[src/rtl/alu_share_arbiter_if.sv]
// Request, response and ALU-side bundle of the shared ALU arbiter.
// master = issue logic / ALU side, slave = alu_share_arbiter.
interface alu_share_arbiter_if #(
  parameter int XLEN  = 32,
  parameter int TAG_W = 4
);
  logic             req0_valid;
  logic             req0_ready;
  logic [3:0]       req0_ctrl;
  logic [XLEN-1:0]  req0_a;
  logic [XLEN-1:0]  req0_b;
  logic [TAG_W-1:0] req0_tag;

  logic             req1_valid;
  logic             req1_ready;
  logic [3:0]       req1_ctrl;
  logic [XLEN-1:0]  req1_a;
  logic [XLEN-1:0]  req1_b;
  logic [TAG_W-1:0] req1_tag;

  logic [3:0]       alu_ctrl;
  logic [XLEN-1:0]  alu_a;
  logic [XLEN-1:0]  alu_b;
  logic [XLEN-1:0]  alu_result;

  logic             rsp0_valid;
  logic             rsp0_ready;
  logic [XLEN-1:0]  rsp0_result;
  logic [TAG_W-1:0] rsp0_tag;

  logic             rsp1_valid;
  logic             rsp1_ready;
  logic [XLEN-1:0]  rsp1_result;
  logic [TAG_W-1:0] rsp1_tag;

  logic             busy;

  modport master (
    output req0_valid, req0_ctrl, req0_a,
    output req0_b, req0_tag,
    output req1_valid, req1_ctrl, req1_a,
    output req1_b, req1_tag,
    output alu_result,
    output rsp0_ready, rsp1_ready,
    input  req0_ready, req1_ready,
    input  alu_ctrl, alu_a, alu_b,
    input  rsp0_valid, rsp0_result, rsp0_tag,
    input  rsp1_valid, rsp1_result, rsp1_tag,
    input  busy
  );

  modport slave (
    input  req0_valid, req0_ctrl, req0_a,
    input  req0_b, req0_tag,
    input  req1_valid, req1_ctrl, req1_a,
    input  req1_b, req1_tag,
    input  alu_result,
    input  rsp0_ready, rsp1_ready,
    output req0_ready, req1_ready,
    output alu_ctrl, alu_a, alu_b,
    output rsp0_valid, rsp0_result, rsp0_tag,
    output rsp1_valid, rsp1_result, rsp1_tag,
    output busy
  );
endinterface

[src/rtl/alu_share_arbiter.sv]
// Round-robin sharing of one ALU between two requesters.
// Optional grant/conflict counters under `ALU_SHARE_STATS_EN.
module alu_share_arbiter #(
  parameter int XLEN    = 32,
  parameter int TAG_W   = 4,
  parameter int ALU_LAT = 1
) (
  input logic clk,
  input logic rst_n,
  alu_share_arbiter_if.slave bus
`ifdef ALU_SHARE_STATS_EN
  ,
  output logic [15:0] grant0_cnt,
  output logic [15:0] grant1_cnt,
  output logic [15:0] conflict_cnt
`endif
);

  generate
    if (ALU_LAT < 1 || ALU_LAT > 7) begin : g_bad_lat
      $error("ALU_LAT must be 1..7");
    end
  endgenerate

  typedef enum logic [1:0] {
    IDLE,
    EXEC,
    RESP
  } state_t;

  state_t           state;
  logic [2:0]       cnt;
  logic             last_grant;
  logic             owner;
  logic [TAG_W-1:0] tag_q;

  logic idle;
  logic g0;
  logic g1;
  logic own_ready;

  assign idle = (state == IDLE);

  // On contention the side that did not win last time gets the ALU.
  assign g0 = idle & bus.req0_valid
            & (~bus.req1_valid | last_grant);
  assign g1 = idle & bus.req1_valid
            & (~bus.req0_valid | ~last_grant);

  assign bus.req0_ready = g0;
  assign bus.req1_ready = g1;
  assign bus.busy       = ~idle;

  assign own_ready = owner ? bus.rsp1_ready
                           : bus.rsp0_ready;

  always_ff @(posedge clk or negedge rst_n) begin
    if (!rst_n) begin
      state           <= IDLE;
      cnt             <= '0;
      last_grant      <= 1'b1;
      owner           <= 1'b0;
      tag_q           <= '0;
      bus.alu_ctrl    <= '0;
      bus.alu_a       <= '0;
      bus.alu_b       <= '0;
      bus.rsp0_valid  <= 1'b0;
      bus.rsp0_result <= '0;
      bus.rsp0_tag    <= '0;
      bus.rsp1_valid  <= 1'b0;
      bus.rsp1_result <= '0;
      bus.rsp1_tag    <= '0;
    end else begin
      unique case (state)
        IDLE: begin
          unique case (1'b1)
            g0: begin
              bus.alu_ctrl <= bus.req0_ctrl;
              bus.alu_a    <= bus.req0_a;
              bus.alu_b    <= bus.req0_b;
              tag_q        <= bus.req0_tag;
              owner        <= 1'b0;
              last_grant   <= 1'b0;
              cnt          <= 3'(ALU_LAT - 1);
              state        <= EXEC;
            end
            g1: begin
              bus.alu_ctrl <= bus.req1_ctrl;
              bus.alu_a    <= bus.req1_a;
              bus.alu_b    <= bus.req1_b;
              tag_q        <= bus.req1_tag;
              owner        <= 1'b1;
              last_grant   <= 1'b1;
              cnt          <= 3'(ALU_LAT - 1);
              state        <= EXEC;
            end
            default: ;
          endcase
        end
        EXEC: begin
          if (cnt == 3'd0) begin
            if (owner) begin
              bus.rsp1_result <= bus.alu_result;
              bus.rsp1_tag    <= tag_q;
              bus.rsp1_valid  <= 1'b1;
            end else begin
              bus.rsp0_result <= bus.alu_result;
              bus.rsp0_tag    <= tag_q;
              bus.rsp0_valid  <= 1'b1;
            end
            state <= RESP;
          end else begin
            cnt <= cnt - 3'd1;
          end
        end
        RESP: begin
          if (own_ready) begin
            bus.rsp0_valid <= 1'b0;
            bus.rsp1_valid <= 1'b0;
            state          <= IDLE;
          end
        end
        default: state <= IDLE;
      endcase
    end
  end

`ifdef ALU_SHARE_STATS_EN
  logic both;
  assign both = idle & bus.req0_valid & bus.req1_valid;

  always_ff @(posedge clk or negedge rst_n) begin
    if (!rst_n) begin
      grant0_cnt   <= '0;
      grant1_cnt   <= '0;
      conflict_cnt <= '0;
    end else begin
      if (g0 && grant0_cnt != 16'hFFFF)
        grant0_cnt <= grant0_cnt + 16'd1;
      if (g1 && grant1_cnt != 16'hFFFF)
        grant1_cnt <= grant1_cnt + 16'd1;
      if (both && conflict_cnt != 16'hFFFF)
        conflict_cnt <= conflict_cnt + 16'd1;
    end
  end
`endif

endmodule

[src/flat_wrapper.sv]
// flat-port wrapper written by rule: the top's interface ports become plain ports
module alu_share_arbiter_flat 
#(
  parameter int XLEN    = 32,
  parameter int TAG_W   = 4,
  parameter int ALU_LAT = 1
)
  (clk, rst_n, bus_req0_valid, bus_req0_ctrl, bus_req0_a, bus_req0_b, bus_req0_tag, bus_req1_valid, bus_req1_ctrl, bus_req1_a, bus_req1_b, bus_req1_tag, bus_alu_result, bus_rsp0_ready, bus_rsp1_ready, bus_req0_ready, bus_req1_ready, bus_alu_ctrl, bus_alu_a, bus_alu_b, bus_rsp0_valid, bus_rsp0_result, bus_rsp0_tag, bus_rsp1_valid, bus_rsp1_result, bus_rsp1_tag, bus_busy);
  alu_share_arbiter_if #(.XLEN(XLEN), .TAG_W(TAG_W)) bus_i ();
  input logic clk;
  input logic rst_n;
  input wire logic [$bits(bus_i.req0_valid)-1:0] bus_req0_valid;
  input wire logic [$bits(bus_i.req0_ctrl)-1:0] bus_req0_ctrl;
  input wire logic [$bits(bus_i.req0_a)-1:0] bus_req0_a;
  input wire logic [$bits(bus_i.req0_b)-1:0] bus_req0_b;
  input wire logic [$bits(bus_i.req0_tag)-1:0] bus_req0_tag;
  input wire logic [$bits(bus_i.req1_valid)-1:0] bus_req1_valid;
  input wire logic [$bits(bus_i.req1_ctrl)-1:0] bus_req1_ctrl;
  input wire logic [$bits(bus_i.req1_a)-1:0] bus_req1_a;
  input wire logic [$bits(bus_i.req1_b)-1:0] bus_req1_b;
  input wire logic [$bits(bus_i.req1_tag)-1:0] bus_req1_tag;
  input wire logic [$bits(bus_i.alu_result)-1:0] bus_alu_result;
  input wire logic [$bits(bus_i.rsp0_ready)-1:0] bus_rsp0_ready;
  input wire logic [$bits(bus_i.rsp1_ready)-1:0] bus_rsp1_ready;
  output wire logic [$bits(bus_i.req0_ready)-1:0] bus_req0_ready;
  output wire logic [$bits(bus_i.req1_ready)-1:0] bus_req1_ready;
  output wire logic [$bits(bus_i.alu_ctrl)-1:0] bus_alu_ctrl;
  output wire logic [$bits(bus_i.alu_a)-1:0] bus_alu_a;
  output wire logic [$bits(bus_i.alu_b)-1:0] bus_alu_b;
  output wire logic [$bits(bus_i.rsp0_valid)-1:0] bus_rsp0_valid;
  output wire logic [$bits(bus_i.rsp0_result)-1:0] bus_rsp0_result;
  output wire logic [$bits(bus_i.rsp0_tag)-1:0] bus_rsp0_tag;
  output wire logic [$bits(bus_i.rsp1_valid)-1:0] bus_rsp1_valid;
  output wire logic [$bits(bus_i.rsp1_result)-1:0] bus_rsp1_result;
  output wire logic [$bits(bus_i.rsp1_tag)-1:0] bus_rsp1_tag;
  output wire logic [$bits(bus_i.busy)-1:0] bus_busy;
  assign bus_i.req0_valid = bus_req0_valid;
  assign bus_i.req0_ctrl = bus_req0_ctrl;
  assign bus_i.req0_a = bus_req0_a;
  assign bus_i.req0_b = bus_req0_b;
  assign bus_i.req0_tag = bus_req0_tag;
  assign bus_i.req1_valid = bus_req1_valid;
  assign bus_i.req1_ctrl = bus_req1_ctrl;
  assign bus_i.req1_a = bus_req1_a;
  assign bus_i.req1_b = bus_req1_b;
  assign bus_i.req1_tag = bus_req1_tag;
  assign bus_i.alu_result = bus_alu_result;
  assign bus_i.rsp0_ready = bus_rsp0_ready;
  assign bus_i.rsp1_ready = bus_rsp1_ready;
  assign bus_req0_ready = bus_i.req0_ready;
  assign bus_req1_ready = bus_i.req1_ready;
  assign bus_alu_ctrl = bus_i.alu_ctrl;
  assign bus_alu_a = bus_i.alu_a;
  assign bus_alu_b = bus_i.alu_b;
  assign bus_rsp0_valid = bus_i.rsp0_valid;
  assign bus_rsp0_result = bus_i.rsp0_result;
  assign bus_rsp0_tag = bus_i.rsp0_tag;
  assign bus_rsp1_valid = bus_i.rsp1_valid;
  assign bus_rsp1_result = bus_i.rsp1_result;
  assign bus_rsp1_tag = bus_i.rsp1_tag;
  assign bus_busy = bus_i.busy;
  alu_share_arbiter #(.XLEN(XLEN), .TAG_W(TAG_W), .ALU_LAT(ALU_LAT)) u_core (.clk(clk), .rst_n(rst_n), .bus(bus_i));
endmodule
[config.mk]
export PLATFORM = sky130hd
export DESIGN_NAME = alu_share_arbiter_flat
export DESIGN_NICKNAME = d
export VERILOG_FILES = /design/src/rtl/alu_share_arbiter_if.sv /design/src/rtl/alu_share_arbiter.sv /design/src/flat_wrapper.sv
export SDC_FILE = /design/constraint.sdc
export NUM_CORES = 1
export LEC_CHECK = 0
export BUFFER_PORTS_ARGS = -buffer_cell sky130_fd_sc_hd__buf_2
export CELL_PAD_IN_SITES_DETAIL_PLACEMENT = 0
export CELL_PAD_IN_SITES_GLOBAL_PLACEMENT = 1
export CORE_UTILIZATION = 35
export DETAILED_ROUTE_END_ITERATION = 8
export PLACE_DENSITY_LB_ADDON = 0.08
export SYNTH_ARGS = -nofsm -noshare
export SYNTH_HDL_FRONTEND = slang
export SYNTH_SLANG_ARGS = --single-unit
[constraint.sdc]
create_clock -name clk -period 2.3 [get_ports clk]
set_input_delay 0.345 -clock clk [delete_from_list [all_inputs] [get_ports clk]]
set_output_delay 0.345 -clock clk [all_outputs]
set_load 0.05 [all_outputs]
* Yosys cells after proc, flatten, opt, wreduce, memory -nomap -nowiden
Cells that the tools add are included.
** Storage, ports and cells
- Register bits :: 153
- Latch bits :: 0
- Memory bits (writable) :: 0
- ROM bits :: 0
- Output and inout bits :: 145
- Word-level logic and storage cells :: 67
- Memories kept :: 0
** Cells by class
- Add/subtract/negate cells :: 1
- Multiply operators :: 0
- Divide/modulo/power cells :: 0
- $lt $le $gt $ge :: 0
- Equal/unequal tests :: 8
- Shift-type cells :: 0
- Multiplexer cells :: 20
- Bitwise logic cells :: 11
- Reductions and logical operators :: 13
** Operators with widths (number)
- $pmux W32 S2 :: 2
- $pmux W4 S2 :: 2
- $reduce_and A3 Y1 :: 4
- $reduce_and A4 Y1 :: 2
- $mux W1 :: 6
- $mux W2 :: 3
- $mux W3 :: 2
- $ne A2 B1 Y1 const B :: 3
- $ne A2 B2 Y1 const B :: 3
- $pmux W1 S2 :: 3
- $pmux W2 S3 :: 1
- $pmux W3 S2 :: 1
- $reduce_bool A2 Y1 :: 3
- $not A1 Y1 :: 5
- $and A1 B1 Y1 :: 4
- $logic_not A3 Y1 :: 1
- $sub A3 B1 Y3 const B :: 1
- $eq A2 B1 Y1 const B :: 1
- $eq A2 B2 Y1 const B :: 1
- $logic_not A2 Y1 :: 1
- $or A1 B1 Y1 :: 2
- $reduce_and A2 Y1 :: 1
- $reduce_or A2 Y1 :: 1

* Depth between registers and ports, before layout
- Depth after elaboration :: 6
- Depth in mapped cells :: 6

* Worst setup path before layout
Ideal clock, no wire load.
- Kind :: flip-flop to output port
- Start point :: register u_core.state[0]
- End point :: output port bus_req0_ready
- Data arrival time :: 2.063 ns
- Required time :: 1.955 ns
- Setup slack :: -0.108 ns
- Cell stages (with the launch flop) :: 5
- Path through :: dfrtp_1 or2_1 clkbuf_2 clkbuf_1 nor3_1
** Between the ends
- Cells in the longest elaborated chain, start to end :: 3
** Ends and longest elaborated chain
- from (decl) :: RTL line alu_share_arbiter.sv:31 : state_t state;
- from (signal assigned) :: RTL line alu_share_arbiter.sv:59 : state <= IDLE;
- from (signal assigned) :: RTL line alu_share_arbiter.sv:85 : state <= EXEC;
- from (signal assigned) :: RTL line alu_share_arbiter.sv:95 : state <= EXEC;
- $logic_not A2 Y1 :: RTL line alu_share_arbiter.sv:42 : assign idle = (state == IDLE);
- $and A1 B1 Y1 :: RTL line alu_share_arbiter.sv:45 : assign g0 = idle & bus.req0_valid
- $and A1 B1 Y1 :: RTL line alu_share_arbiter.sv:46 : & (~bus.req1_valid | last_grant);
- to (decl) :: RTL line flat_wrapper.sv:25 : output wire logic [$bits(bus_i.req0_ready)-1:0] bus_req0_ready;
No other way between the ends.

* Worst setup path after layout
Ends and elaborated chain as after synthesis.

==> summary.txt <==
Pwr
  • Combinational share of power: 56.2%
  • P_int: 0.008213 W
  • VDD IR-drop max: 0.6335 mV
  • P per Cell Area: 1854 nW/µm²
  • Switching part of the total power: 52.34%
  • Reg power frac: 27.9%
  • P_sw: 0.009019 W
  • Share of total power in the clock network: 15.9%
  • Lkg Pwr: 4.551 nW

Hold path
  • Hold Crit Depth: 3
  • HP Class: input port to flop

Synth
  • Xor and xnor area share after synthesis: 0%
  • Net Count, Synth: 788
  • Complex-gate fraction of the synthesized area: 15.69%
  • #FFs+latches synth: 153
  • Mux cell area share after synthesis: 12.32%
  • Post-Syn Instances: 604
  • Mean Syn Cell Area: 11.31 µm²
  • Distinct cell type count after synthesis: 33
  • Register area share after synthesis: 56.05%
  • Post-Synth Adder-Cell Area: 0.3662%
  • Mapped Area: 6833 µm²
  • Post-Synth Simple-Gate Area: 7.142%
  • Main combinational cell family by area after synthesis: compound AO/OA/AOI/OAI gates
  • Yosys synthesis warning count: 0

Placement
  • DP HPWL: 14070 µm
  • Final Wtd Congestion: 0.7386
  • IO Port Bufs: 326
  • Placed instance area: 8703 µm²

Route
  • DR vias/cell: 5.081
  • Routed WL: 20610 µm
  • Wire length per cell: 17.42 µm
  • Antenna viol nets, final: 0
  • Iter 0 DRT Violations: 219
  • DR vias: 6011
  • Drt drc: 0
  • Drt pass-1 iters: 4

Critical path
  • FF-to-FF path depth: 4
  • Crit. path cell count: 3
  • CP max stage cell: or2_2
  • CP bufs+invs: 1
  • CP peak stage delay: 0.46 ns
  • Crit path DAT: 1.84 ns
  • Kind of critical path: flop to output port
  • CP endpoint kind: output port
  • Critical path's top delay family: simple AND/OR/NAND/NOR gates
  • Cell Chain, Critical Path: or2_2 -> nor3_2 -> buf_2
  • Required @ worst endpoint: 1.96 ns
  • Crit path launch type: flop
  • CP max FO: 18

Clock tree
  • CTS buffer count: 17
  • CTS tree: yes
  • CTS clk-pin slew, worst paths: 0.07 ns
  • Clock sink count: 153
  • Clk_lat worst skew: 0.42 ns
  • H-tree depth: 4
  • Clk buf depth: 2
  • CTS root buf: clkbuf_16
  • Setup Buffers After CTS: 0

Layout
  • Fin area: 9293 µm²
  • Area delta synth->final: 36.00%
  • Final #Nets: 1093
  • Fraction of layout cells with a size suffix above 1: 49.89%

Die
  • DIE WIDTH: 141.7 µm
  • Core region area: 18890 µm²
  • Die H: 141.7 µm
  • I/O Pins: 327
  • Rows: 50
  • Starting Density: 36.17%
  • Die area: 20080 µm²

GRT
  • Met1 usage: 23.87%
  • First-pass GRT wire length: 32330 µm
  • Initial antenna violation count: 1
  • Largest net degree at the start of global routing: 75
  • Met2 usage: 36.43%
  • Vias in the first global route: 6256
  • Global route overflow: 0
  • GRT busiest layer: met2
  • GR Layer Usage met3: 6.277%
  • Total GRT Usage: 20.77%

Status
  • Status: complete, no violations

Timing
  • Setup repair after global routing missed its margin: false
  • Total negative setup slack: 0 ns
  • Highest clock rate: 0.4578 GHz
  • Final setup viols: 0
  • Final Max Slew Viols: 0
  • Final hold violations: 0
  • Final Skew: 0.009988 ns
  • Period Utilization, post-route: 94.97%
  • Tightest Pin Transition: 0.8296 ns
  • Relative slew slack: 44.69%
  • Period minus WS final: 2.184 ns

Run
  • Max Cap Violations: 0
## cell usage in the layout, fill, tap and decap left out, types with 3 or more instances in the layout
master | synthesis | final
o311ai_1 | 66 | 66
dfrtp_1 | 152 | 152
or2_2 | 1 | 3
nand3_1 | 72 | 72
nand2b_1 | 4 | 4
o21ai_0 | 75 | 75
mux2_2 | 73 | 73
o311ai_2 | 4 | 4
inv_6 | 0 | 5
buf_4 | 6 | 7
buf_2 | 6 | 325
nor2_1 | 4 | 3
clkbuf_16 | 0 | 17
clkinvlp_4 | 0 | 3
buf_12 | 0 | 6
inv_1 | 75 | 75
## final cells by class
class / instances / area [µm²]
tap: 260 / 325.3
multi-input combinational: 322 / 2456
clock inverter: 14 / 137.6
clock buffer: 18 / 439.2
antenna: 1 / 2.502
fill: 1825 / 9600
sequential: 153 / 3830
inverter: 75 / 281.5
timing repair buffer: 340 / 1821
## Yosys cell counts (all sizes together)
master	count	share of area (%)
a22o	1	0.13
o21ai	75	5.5
dfstp	1	0.38
nor3	1	0.073
and4bb	1	0.18
a21o	1	0.11
buf	21	2.5
o211ai	1	0.11
mux2	73	12
and2	1	0.092
nor3b	1	0.11
nand2b	4	0.37
inv	75	4.1
o22ai	2	0.18
nand4bb	1	0.16
or2	3	0.27
mux2i	2	0.29
o311ai	72	9.7
clkbuf	33	1.8
ha	2	0.37
nand2	2	0.11
nor2	5	0.31
dfrtp	152	56
nor2b	2	0.18
nand3	72	5.3
## through the flow
| stage | util (%) | std cells | setup WS [ns] | power [W] | hold slack, ns |
|---|---|---|---|---|---|
| 2_1_floorplan | - | 604 | 0.3396 | 0.01221 | 0.04941 |
| 5_1_grt | 49.19 | 1183 | 0.01920 | 0.01817 | 0.1460 |
| 3_5_place_dp | 46.07 | 1149 | 0.3270 | 0.01465 | 0.3687 |
| 3_3_place_gp | 46.07 | 1149 | 0.4054 | 0.01448 | 0.3679 |
| 6_report | 49.19 | 1183 | 0.1157 | 0.01723 | 0.1624 |
| 4_1_cts | 49.17 | 1182 | 0.08627 | 0.01744 | 0.1457 |
## worst paths after layout
check	slack, ns	startpoint	to
setup / recovery	0.12	u_core.state[0]	bus_req0_ready
hold / removal	0.16	bus_req1_b[7]	u_core.bus.alu_b[7]
setup reg to reg	0.34	u_core.state[0]	u_core.bus.alu_b[30]
hold reg to reg	0.48	u_core.bus.rsp0_valid	u_core.bus.rsp0_valid
max in group asynchronous	1.11	rst_n	u_core.owner
min in group asynchronous	0.47	rst_n	u_core.bus.rsp0_result[14]
## logic make-up (layout without fill, tap and decap cells)
logic type      count (synthesis)  in the layout
simple gates                   93             93
buf+inv                       129            447
other cells                     0              1
compound gates                152            152
flops                         153            153
mux                            75             75
fa+ha+maj                       2              2
## sequential cells by signal (all words and copies together), names as in the netlist, 2 cells and up
signal / flops
u_core.bus.alu_ctrl: 4
u_core.bus.rsp0_result: 32
u_core.tag_q: 4
u_core.bus.rsp1_tag: 4
u_core.bus.alu_b: 32
u_core.cnt: 3
u_core.bus.alu_a: 32
u_core.bus.rsp0_tag: 4
u_core.state: 2
u_core.bus.rsp1_result: 32
## tightest hold or removal path, cell delays in order
cell	delay, ns
buf_2	0.07
nand3_1	0.05
o311ai_1	0.08
## metal layers
layer  wire [µm]  part of all wire [%]
met1        8111                    39
met4         403                   2.0
met2       10420                    51
met5           0                     0
met3        1674                   8.1
## power groups by stage
| stage | combinational, W | sequential, W | clock (W) |
|---|---|---|---|
| after global routing | 0.0102 | 0.00499 | 0.00294 |
| after global placement | 0.00967 | 0.00482 | 0 |
| after floorplan | 0.00294 | 0.00927 | 0 |
| after CTS | 0.00979 | 0.00483 | 0.00282 |
| after detailed placement | 0.00979 | 0.00487 | 0 |
| final | 0.00968 | 0.00482 | 0.00274 |
## what timing repair did
action / in CTS / in global routing
hold buffers: 1 / 0
endpoints found under the hold margin: 55 / 0
gates resized for setup: 0 / 0
Power figures use the tool's default switching activity.
